==> src/rtl/mem_port_arbiter.sv <==
// Round-robin arbiter sharing one single-port memory between
// the instruction fetch port and the load/store port.
module mem_port_arbiter #(
    parameter int ADDR_WIDTH = 32,
    parameter int DATA_WIDTH = 32,
    parameter int TIMEOUT    = 64
) (
    input  logic                  clk_i,
    input  logic                  rst_i,
    input  logic                  if_req_valid_i,
    input  logic [ADDR_WIDTH-1:0] if_addr_i,
    output logic                  if_req_ready_o,
    output logic                  if_resp_valid_o,
    output logic [DATA_WIDTH-1:0] if_resp_data_o,
    output logic                  if_resp_err_o,
    input  logic                  d_req_valid_i,
    input  logic                  d_req_we_i,
    input  logic [ADDR_WIDTH-1:0] d_addr_i,
    input  logic [DATA_WIDTH-1:0] d_wdata_i,
    output logic                  d_req_ready_o,
    output logic                  d_resp_valid_o,
    output logic [DATA_WIDTH-1:0] d_resp_data_o,
    output logic                  d_resp_err_o,
    output logic                  mem_req_valid_o,
    output logic                  mem_req_we_o,
    output logic [ADDR_WIDTH-1:0] mem_addr_o,
    output logic [DATA_WIDTH-1:0] mem_wdata_o,
    input  logic                  mem_resp_valid_i,
    input  logic [DATA_WIDTH-1:0] mem_resp_data_i
);

    typedef enum logic [1:0] {
        IDLE,
        ISSUE,
        WAIT
    } state_t;

    localparam int CW = $clog2(TIMEOUT + 1);
    localparam logic [CW-1:0] CNT_LAST = CW'(TIMEOUT - 1);

    state_t        state;
    logic          owner_d;
    logic          last_d;
    logic [CW-1:0] cnt;
    logic          grant_if;
    logic          grant_d;

    // Pick a requester in IDLE; on contention favour the one not served last.
    always_comb begin
        grant_if = 1'b0;
        grant_d  = 1'b0;
        if (state == IDLE && !rst_i) begin
            if (if_req_valid_i && d_req_valid_i) begin
                if (last_d) begin
                    grant_if = 1'b1;
                end else begin
                    grant_d = 1'b1;
                end
            end else if (if_req_valid_i) begin
                grant_if = 1'b1;
            end else if (d_req_valid_i) begin
                grant_d = 1'b1;
            end
        end
    end

    assign if_req_ready_o = grant_if;
    assign d_req_ready_o  = grant_d;

    // Transaction FSM; mem_req_we_o doubles as the latched write flag.
    always_ff @(posedge clk_i) begin
        if (rst_i) begin
            state           <= IDLE;
            owner_d         <= 1'b0;
            last_d          <= 1'b1;
            cnt             <= '0;
            if_resp_valid_o <= 1'b0;
            if_resp_data_o  <= '0;
            if_resp_err_o   <= 1'b0;
            d_resp_valid_o  <= 1'b0;
            d_resp_data_o   <= '0;
            d_resp_err_o    <= 1'b0;
            mem_req_valid_o <= 1'b0;
            mem_req_we_o    <= 1'b0;
            mem_addr_o      <= '0;
            mem_wdata_o     <= '0;
        end else begin
            if_resp_valid_o <= 1'b0;
            d_resp_valid_o  <= 1'b0;
            mem_req_valid_o <= 1'b0;
            unique case (state)
                IDLE: begin
                    if (grant_if) begin
                        owner_d         <= 1'b0;
                        last_d          <= 1'b0;
                        mem_addr_o      <= if_addr_i;
                        mem_req_we_o    <= 1'b0;
                        mem_wdata_o     <= '0;
                        mem_req_valid_o <= 1'b1;
                        state           <= ISSUE;
                    end else if (grant_d) begin
                        owner_d         <= 1'b1;
                        last_d          <= 1'b1;
                        mem_addr_o      <= d_addr_i;
                        mem_req_we_o    <= d_req_we_i;
                        mem_wdata_o     <= d_wdata_i;
                        mem_req_valid_o <= 1'b1;
                        state           <= ISSUE;
                    end
                end
                ISSUE: begin
                    cnt   <= '0;
                    state <= WAIT;
                end
                WAIT: begin
                    if (mem_resp_valid_i) begin
                        if (owner_d) begin
                            d_resp_valid_o <= 1'b1;
                            d_resp_err_o   <= 1'b0;
                            d_resp_data_o  <= mem_req_we_o ? '0 : mem_resp_data_i;
                        end else begin
                            if_resp_valid_o <= 1'b1;
                            if_resp_err_o   <= 1'b0;
                            if_resp_data_o  <= mem_resp_data_i;
                        end
                        state <= IDLE;
                    end else if (cnt == CNT_LAST) begin
                        if (owner_d) begin
                            d_resp_valid_o <= 1'b1;
                            d_resp_err_o   <= 1'b1;
                            d_resp_data_o  <= '0;
                        end else begin
                            if_resp_valid_o <= 1'b1;
                            if_resp_err_o   <= 1'b1;
                            if_resp_data_o  <= '0;
                        end
                        state <= IDLE;
                    end else begin
                        cnt <= cnt + 1'b1;
                    end
                end
                default: state <= IDLE;
            endcase
        end
    end

endmodule

==> config.mk <==
export PLATFORM = sky130hd
export DESIGN_NAME = mem_port_arbiter
export DESIGN_NICKNAME = d
export VERILOG_FILES = /design/src/rtl/mem_port_arbiter.sv
export SDC_FILE = /design/constraint.sdc
export NUM_CORES = 1
export LEC_CHECK = 0
export ABC_CLOCK_PERIOD_IN_PS = 3050
export CORE_AREA = 3 3 120 122
export DETAILED_ROUTE_END_ITERATION = 16
export DIE_AREA = 0 0 123 125
export PLACE_DENSITY = 0.84
export SLEW_MARGIN = 10
export SYNTH_ARGS = -nofsm -noshare
export SYNTH_HDL_FRONTEND = slang
export SYNTH_SLANG_ARGS = --single-unit
==> constraint.sdc <==
create_clock -name clk_i -period 3.05 [get_ports clk_i]
set_clock_uncertainty 0.1 [all_clocks]
set_input_delay 0.915 -clock clk_i [delete_from_list [all_inputs] [get_ports clk_i]]
set_output_delay 0.915 -clock clk_i [all_outputs]
set_load 0.02 [all_outputs]
==> metrics.txt, run 1 <==
area leader, netlist=dfxtp_1; Die ar.=15,400 um2; GR Overflow Total=0; layout cells sized above 1=0.0718; Clock Tree Root=clkbuf_16; crit path max-delay cell type=clkdlybuf4s50_1; Seq cells post-synth=145; post-synthesis cell count=592; outcome=finished clean; main combinational cell family by area after synthesis=compound AO/OA/AOI/OAI gates; Ports=270; Distinct cells, synth=38; total number of yosys warnings=0; DRT Pass-1 Iters=7; Synth Area in Adders=0.00233; syn_area_per_cell=approximately 9.1 um2; number of remaining DRC errors=0; via count=5,479; vias per inst=5.34; FF-to-FF setup slack=0.95 ns; core area=around 13,000 um2; CP arrival=approximately 1.9 ns; Tcrit/Tclk final=0.941; initial antenna violation count=0; startpoint class of the critical path=input pin; Post-Route Utilization=0.663; Clk Latency, worst-skew pair=between 0.4 and 0.5 ns; mux cell area share after synthesis=0; Max Cap Violations=0; worst setup path startpoint=d_req_valid_i; synth cell count leaders=145 x dfxtp_1, 70 x nand2_1, 69 x nor2_1; final slew viol count=0; Detail Route Antenna Nets=0; Worst Path Buf+Inv=3; CTS Sinks=between 100 and 150; Critical Path End Type=output port; Crit Path Class=in2out; Syn Std Cell Area=approximately 5400 um2; largest net degree at the start of global routing=72; Nets=between 900 and 1,000; TNS Setup=0 ns; fmax=between 300 and 400 MHz; Crit path required time=roughly 2.0 ns; CP peak stage delay=0.47 ns; Synth Area in Simple Gates=0.162; Worst slew margin=0.479; drt first-iter violations=397; syn nets=between 700 and 800; number of global-route vias before repair=around 5,200; drt wl/cell=between 15 and 20 um; dpl ws=-0.286 ns; Final setup viols=0; H-tree Lvls=4; Period minus WS final=between 2 and 3 ns; CTS Hold Buffers Added=0; Post-Synth XOR/XNOR Area=0; std cell rows=42; Setup Fix Bufs, Post-CTS=0; Area growth syn-to-layout=64.1%; wire length of the first global-routing pass=roughly 27,000 um; GRT Util Overall=0.217; Worst VDD drop=about 0.33 mV; Post-Route WL=17,400 um; ant diodes=0; Power Density=571 nW/um2; reg2reg start=state[1]; port buffer count=about 270; r2r worst-path depth=6; RR Endpoint=mem_addr_o[12]; most frequent cell after synthesis=dfxtp_1; chip width=about 120 um; WP depth=5; Post-synth EDFFs=0; worst min-delay path class=reg2reg; Compound-Gate Fraction of Synth Area=0.243; Leakage=3.12 nW; total CTS buffers=17; crit-path leading delay family=buffers and inverters; GP Congestion=approximately 0.76; TritonCTS clock tree=built; initial core utilization=0.404; clk slew on worst S/H paths=~0.06 ns; post-synthesis sequential area ratio=0.540; crit path capture=if_req_ready_o; top cell type's share of synthesized area=0.540; dpl hpwl=around 12,000 um; Die Y=around 130 um; synth top area cells=dfxtp_1 54%, a32o_1 6.0%, a311oi_1 5.2%, nand2_1 4.9%, nor2_1 4.8%; final hold vios=0; RSZ-0062 raised after global routing=false; Final WS setup=~0.18 ns; Max FO, Critical Path=3; post-synthesis async set-or-reset flop share=0; Main synth FF type=dfxtp_1; pin slew with the least headroom to its limit=slightly below 0.8 ns; Clock Tree Buf Depth=2; crit-path cells=clkdlybuf4s50_1 > nand2b_1 > nand3_2 > inv_1 > clkbuf_2
[registers in the layout (all words and copies together) (netlist names)]
signal and flops:
mem_req_we_o 1, if_resp_err_o 1, owner_d 1, mem_req_valid_o 1
d_resp_valid_o 1, mem_addr_o 32, last_d 1, state 2
d_resp_data_o 32, cnt 7, d_resp_err_o 1, if_resp_valid_o 1
if_resp_data_o 32, mem_wdata_o 32
[layout by cell type, fill, tap and decap left out, drive strengths merged, types with 2 or more instances in the layout]
cell           instances
clkdlybuf4s50        265
dfxtp                145
nand2                 70
nor2                  69
nand3                 41
a21oi                 38
o21ai                 35
a22oi                 33
a311oi                32
a32o                  32
clkbuf                20
buf                   16
inv                   11
bufinv                 5
clkinv                 5
nor3                   5
nand2b                 4
a31oi                  3
nand4                  2
o2111ai                2
or4                    2
[per-stage QoR]
step	cell area [um2]	std cells	hold slack (ns)	power, mW
floorplan	5380	592	0.371	2.36
global placement	8160	994	0.345	2.74
detailed placement	8160	994	0.353	2.75
CTS	8830	1026	0.367	5.09
global route	8820	1026	0.375	5.22
finish	8820	1026	0.364	5.04
[cell type report]
type / instances / area, um2
clock buffers: 18 / 439
clock inverters: 14 / 228
fillers: 1053 / 4480
inverters: 7 / 26.3
multi-input cells: 383 / 2210
flip-flops and latches: 145 / 2900
well taps: 176 / 220
repair buffers: 283 / 2790
[worst min-delay path by stage]
| stage | start | to | depth (start not counted) | slack, ns |
|---|---|---|---|---|
| 6_report | if_resp_data_o[2] | if_resp_data_o[2] | 1 | 0.36 |
| 4_1_cts | if_resp_data_o[2] | if_resp_data_o[2] | 1 | 0.37 |
| 5_1_grt | if_resp_data_o[12] | if_resp_data_o[12] | 1 | 0.38 |
| 3_5_place_dp | if_resp_data_o[13] | if_resp_data_o[13] | 1 | 0.35 |
| 2_1_floorplan | cnt[6] | cnt[6] | 1 | 0.37 |
| 3_3_place_gp | if_resp_data_o[31] | if_resp_data_o[31] | 1 | 0.34 |
[logic make-up (layout without fill, tap and decap cells)]
| family | Yosys count | count (layout) |
|---|---|---|
| AND/OR/NAND/NOR | 201 | 201 |
| AO/OA/AOI/OAI | 181 | 181 |
| flip-flops | 145 | 145 |
| buffers and inverters | 64 | 322 |
| adder cells (fa/ha/maj) | 1 | 1 |
[power breakdown]
group | internal (mW) | switching, mW | leakage (nW) | total, mW
logic | 0.351 | 0.339 | 1.61 | 0.690
clock network | 1.49 | 0.835 | 0.327 | 2.33
registers | 1.97 | 0.0450 | 1.18 | 2.02
total | 3.82 | 1.22 | 3.12 | 5.04
[metal layers]
| metal | vias to the layer above | global-route usage | part of all wire |
|---|---|---|---|
| met5 | - | 0 | 0 |
| met4 | 0 | 0.0808 | 0.017 |
| met3 | 20 | 0.0867 | 0.11 |
| met2 | 244 | 0.363 | 0.48 |
| met1 | 2563 | 0.248 | 0.39 |
| li1 | 2652 | - | - |
[what timing repair did]
| item | in CTS | in global routing |
|---|---|---|
| gates resized for setup | 4 | 2 |
| cloned | 0 | 0 |
| hold endpoints to repair | 0 | 0 |
| setup endpoints to repair | 2 | 2 |
No activity file was read; power rests on OpenSTA's default activity.
==> run 2, diff against run 1 <==
--- a/config.mk
+++ b/config.mk
@@ -6,9 +6,9 @@
 export NUM_CORES = 1
 export LEC_CHECK = 0
 export ABC_CLOCK_PERIOD_IN_PS = 3050
-export CORE_AREA = 3 3 120 122
+export CORE_AREA = 2 2 119 121
 export DETAILED_ROUTE_END_ITERATION = 16
-export DIE_AREA = 0 0 123 125
+export DIE_AREA = 0 0 121 123
 export PLACE_DENSITY = 0.84
 export SLEW_MARGIN = 10
 export SYNTH_ARGS = -nofsm -noshare
==> run 2 against run 1 <==
Net effect:
- register-to-register slack got worse by 0.10 ns
- cell area is 0.74% lower
- critical endpoint unchanged
- sequential power hardly changed
- sequential share of layout area rose by 0.24 points
==> metrics.txt, run 2 (synthesized netlist as in run 1, its figures left out) <==
total CTS buffers=17 (unchanged); CTS Sinks=145 (unchanged); chip width=121 um (-1.6%); via count=5,558 (+1.4%); number of remaining DRC errors=0 (unchanged); initial antenna violation count=0 (unchanged); Leakage=3.08 nW (-1.3%); Clk Latency, worst-skew pair=0.41 ns (about the same); number of global-route vias before repair=5,182 (-0.35%); Die Y=123 um (-1.6%); layout cells sized above 1=0.0660 (-0.00580); GP Congestion=0.781 (+2.2%); core area=13,600 um2 (+2.4%); port buffer count=269 (unchanged); clk slew on worst S/H paths=0.06 ns (about the same); drt first-iter violations=495 (+25%); final slew viol count=0 (unchanged); fin cells=1,029 (+0.29%); outcome=finished clean; ant diodes=0 (unchanged); combinational fraction of design power=0.145 (+0.008); Max Cap Violations=0 (unchanged); Clock Tree Buf Depth=2 (unchanged); Sw Pwr=1.16 mW (-4.7%); commonest non-fill, non-tap cell in the layout=clkdlybuf4s50_1; Ports=270 (unchanged); Crit path required time=2.03 ns (about the same); Crit Path Class=in2out; Tcrit/Tclk final=0.970 (+0.0289); grt peak-use layer=met2; GR Overflow Total=0 (unchanged); met2 Track Usage GR=0.367 (+0.00446); FF-to-FF setup slack=0.85 ns (-0.10 ns); Final setup viols=0 (unchanged); M3 GR Usage=0.0803 (-0.00646); initial core utilization=0.395 (-0.00940); Post-Route WL=17,000 um (-2.1%); Power Density=547 nW/um2 (-4.2%); GRT Util Overall=0.223 (+0.00642); wire length of the first global-routing pass=26,300 um (-1.5%); Int Pwr=3.63 mW (-4.9%); Nets=973 (+0.10%); most frequent cells in the layout=265 x clkdlybuf4s50_1, 145 x dfxtp_1, 70 x nand2_1; CP arrival=1.94 ns (+0.09 ns); met1 Use GR=0.264 (+0.0164); drt wl/cell=16.6 um (-2.4%); Die ar.=14,900 um2 (-3.2%); Area growth syn-to-layout=62.8%; RSZ-0062 raised after global routing=false; Clock Tree Root=clkbuf_16; Sw Share=0.243 (+0.000464); pin slew with the least headroom to its limit=0.710 ns (-0.0711 ns); Setup Fix Bufs, Post-CTS=0 (unchanged); H-tree Lvls=4 (unchanged); largest net degree at the start of global routing=67 (-6.9%); TNS Setup=0 ns (unchanged); std cell rows=43 (+2.4%); startpoint class of the critical path=input pin; Clock power frac=0.434 (-0.028); Critical Path End Type=output port; dpl hpwl=11,600 um (-1.3%); Period minus WS final=2.96 ns (+0.0881 ns); Worst slew margin=0.527 (+0.0474); register share of total power=0.422 (+0.021); DRT Pass-1 Iters=5 (-2); Worst VDD drop=0.275 mV (-16%); fmax=338 MHz (-3.0%); final hold vios=0 (unchanged); TritonCTS clock tree=built; vias per inst=5.40 (+1.1%); Detail Route Antenna Nets=0 (unchanged); worst min-delay path class=reg2reg; Max FO, Critical Path=3 (unchanged); placed instance count=999 (+0.50%)
==> run 2: changes by cell type in the layout (fill, tap and decap cells not counted) <==
cell             previous run  this run
clkbuf_1                    0         3
bufinv_16                   5         3
clkinv_4                    4         2
inv_6                       3         1
buf_4                      14        15
clkbuf_2                    2         1
clkdlybuf4s15_1             0         1
clkinv_2                    1         2
clkinvlp_4                  0         1
inv_8                       1         0
==> run 2: critical path, stage by stage <==
cell and delay [ns]:
clkdlybuf4s50_1 0.45, nand2b_1 0.11, nand3_2 0.08, inv_1 0.08, clkdlybuf4s15_1 0.31
==> run 2: stage by stage <==
| step | hold WS (ns) | worst slack [ns] | area (um2) | util | power [mW] |
|---|---|---|---|---|---|
| after floorplan | 0.371 | 0.174 | 5380 | - | 2.36 |
| after global placement | 0.345 | -0.284 | 8170 | 0.601 | 2.75 |
| after detailed placement | 0.353 | -0.293 | 8170 | 0.601 | 2.75 |
| after CTS | 0.367 | 0.00801 | 8760 | 0.643 | 4.83 |
| after global routing | 0.376 | 0.0263 | 8750 | 0.643 | 4.98 |
| final | 0.363 | 0.0923 | 8750 | 0.643 | 4.79 |
==> run 2: metal layers <==
layer	up-vias	part of all wire
li1	2647	-
met4	0	0.028
met1	2625	0.40
met2	253	0.48
met5	-	0
met3	33	0.092
==> run 2: power groups by stage <==
stage,logic [mW],registers (mW),clock network (mW)
floorplan,0.217,2.14,0
detailed placement,0.695,2.06,0
global route,0.744,2.03,2.21
global placement,0.688,2.06,0
finish,0.693,2.02,2.08
CTS,0.697,2.02,2.12
==> run 2: timing repair <==
item	4_1_cts	5_1_grt
pin swaps	0	0
setup endpoints to repair	2	2
hold buffers	0	0
resized for setup	3	2
==> run 2: worst paths after layout <==
| kind | from | to | depth (start not counted) |
|---|---|---|---|
| worst max-delay path | d_req_valid_i | if_req_ready_o | 5 |
| worst max register to register | state[1] | mem_addr_o[28] | 6 |
| worst min register to register | if_resp_data_o[31] | if_resp_data_o[31] | 1 |
| worst min-delay path | if_resp_data_o[31] | if_resp_data_o[31] | 1 |
==> run 2: cell type report <==
class | instances | area, um2
sequential | 145 | 2900
timing repair buffer | 284 | 2810
tap | 180 | 225
fill | 1114 | 4860
inverter | 7 | 26.3
clock inverter | 9 | 134
clock buffer | 21 | 450
multi-input combinational | 383 | 2210
==> run 3, diff against run 2 <==
--- a/config.mk
+++ b/config.mk
@@ -5,7 +5,7 @@
 export SDC_FILE = /design/constraint.sdc
 export NUM_CORES = 1
 export LEC_CHECK = 0
-export ABC_CLOCK_PERIOD_IN_PS = 3050
+export ABC_CLOCK_PERIOD_IN_PS = 3400
 export CORE_AREA = 2 2 119 121
 export DETAILED_ROUTE_END_ITERATION = 16
 export DIE_AREA = 0 0 121 123
==> constraint.sdc (replaced) <==
create_clock -name clk_i -period 3.4 [get_ports clk_i]
set_clock_uncertainty 0.1 [all_clocks]
set_input_delay 1.02 -clock clk_i [delete_from_list [all_inputs] [get_ports clk_i]]
set_output_delay 1.02 -clock clk_i [all_outputs]
set_load 0.02 [all_outputs]
==> run 3 against run 2 <==
Net effect:
- worst hold slack worse by 0.0019 ns
- global-route usage up 0.41 points
- first-iteration DRC count down 2.8%
==> metrics.txt, run 3 (synthesized netlist as in run 1, its figures left out) <==
Die Y=123 um (unchanged); Post-Route Utilization=0.645 (+0.00156); Area growth syn-to-layout=63.2%; H-tree Lvls=4 (unchanged); Clock Tree Root=clkbuf_16; total CTS buffers=17 (unchanged); multi-input logic area=2210 um2 (unchanged); outcome=finished clean; Post-DP Area=8170 um2 (about the same); Setup Fix Bufs, Post-CTS=0 (unchanged); Crit Path Class=in2out; initial antenna violation count=0 (unchanged); number of global-route vias before repair=5,308 (+2.4%); crit path max-delay cell type=clkdlybuf4s50_1; chip width=121 um (unchanged); drt first-iter violations=481 (-2.8%); fin area=8770 um2 (+0.24%); pin slew with the least headroom to its limit=0.705 ns (-0.00501 ns); Max FO, Critical Path=3 (unchanged); Detail Route Antenna Nets=0 (unchanged); HP Start=if_resp_data_o[29]; Crit path required time=2.28 ns (+0.25 ns); TritonCTS clock tree=built; largest net degree at the start of global routing=67 (unchanged); most frequent cells in the layout=265 x clkdlybuf4s50_1, 145 x dfxtp_1, 70 x nand2_1; port buffer count=269 (unchanged); Leakage=3.09 nW (+0.47%); clk slew on worst S/H paths=0.05 ns (about the same); commonest non-fill, non-tap cell in the layout=clkdlybuf4s50_1; Ports=270 (unchanged); layout cells sized above 1=0.0716 (+0.00564); CTS Sinks=145 (unchanged); Final setup viols=0 (unchanged); DRT Pass-1 Iters=5 (unchanged); crit-path cells=clkdlybuf4s50_1 > nand3_1 > inv_2 > dlygate4sd2_1; initial core utilization=0.395 (unchanged); worst setup path startpoint=d_req_valid_i; GR Overflow Total=0 (unchanged); GRT Util Overall=0.227 (+0.00413); reg2reg start=state[1]; via count=5,574 (+0.29%); wire length of the first global-routing pass=26,900 um (+2.2%); Post-Route WL=16,900 um (-0.70%); Clk Latency, worst-skew pair=0.41 ns (about the same); Tcrit/Tclk final=0.952; startpoint class of the critical path=input pin; Worst VDD drop=0.295 mV (+7.5%); fmax=between 300 and 400 MHz; drt wl/cell=16.4 um (-0.99%); worst min-delay path class=reg2reg; std cell rows=43 (unchanged); Period minus WS final=3.24 ns; GP Congestion=0.755 (-3.3%); final slew viol count=0 (unchanged); ant diodes=0 (unchanged); RSZ-0062 raised after global routing=false; fill cell count=1,091 (-2.1%); CP arrival=2.12 ns (+0.18 ns); Reg area=2900 um2 (unchanged); CP peak stage delay=0.51 ns (+0.06 ns); Die ar.=14,900 um2 (unchanged); Critical Path End Type=output port; Nets=974 (+0.10%); vias per inst=5.40 (about the same); Power Density=492 nW/um2 (-10%); dpl hpwl=11,600 um (+0.12%); Max Cap Violations=0 (unchanged); Clock Tree Buf Depth=2 (unchanged); final hold vios=0 (unchanged); core area=13,600 um2 (unchanged); Worst slew margin=0.530 (+0.00334); number of remaining DRC errors=0 (unchanged)
run 3: what timing repair did:
action	CTS	global route
hold buffers	0	0
resized for setup	2	0
endpoints found under the setup margin	2	0
run 3: where the power goes:
part	total, mW	leakage [nW]	switching [mW]	internal [mW]
Clock	1.89	0.292	0.725	1.16
Combinational	0.619	1.62	0.303	0.315
Sequential	1.81	1.18	0.0400	1.77
Total	4.32	3.09	1.07	3.25
run 3: worst paths after layout:
kind | slack, ns | endpoint | cells after the start
worst max-delay path | 0.16 | d_req_ready_o | 4
worst min-delay path | 0.36 | if_resp_data_o[29] | 1
worst max register to register | 1.19 | mem_addr_o[13] | 6
worst min register to register | 0.36 | if_resp_data_o[29] | 1
run 3: final cells by class:
type                    count  share of cell area
well taps                 180              0.0257
flip-flops and latches    145               0.331
multi-input cells         383               0.252
clock buffers              21              0.0548
inverters                   7             0.00299
repair buffers            285               0.319
clock inverters            11              0.0145
run 3: metal layers:
layer / track usage / share of wire / vias up
met5: 0 / 0 / -
met4: 0.0923 / 0.023 / 0
met3: 0.0867 / 0.098 / 27
met2: 0.366 / 0.47 / 260
met1: 0.274 / 0.40 / 2629
li1: - / - / 2658
run 3: stage by stage:
step	TNS (ns)	cells	power (mW)	hold slack, ns	worst slack, ns
finish	0	1032	4.32	0.361	0.163
global route	0	1032	4.49	0.373	0.110
detailed placement	-0.169	1000	2.47	0.353	-0.110
floorplan	0	592	2.12	0.371	0.314
CTS	0	1032	4.37	0.366	0.161
global placement	-0.169	1000	2.46	0.345	-0.102
run 3: worst max-delay path: cells and delay by family:
family                 cells  cell delay, ns
buffers and inverters      3            0.97
and+or+nand+nor            1            0.13
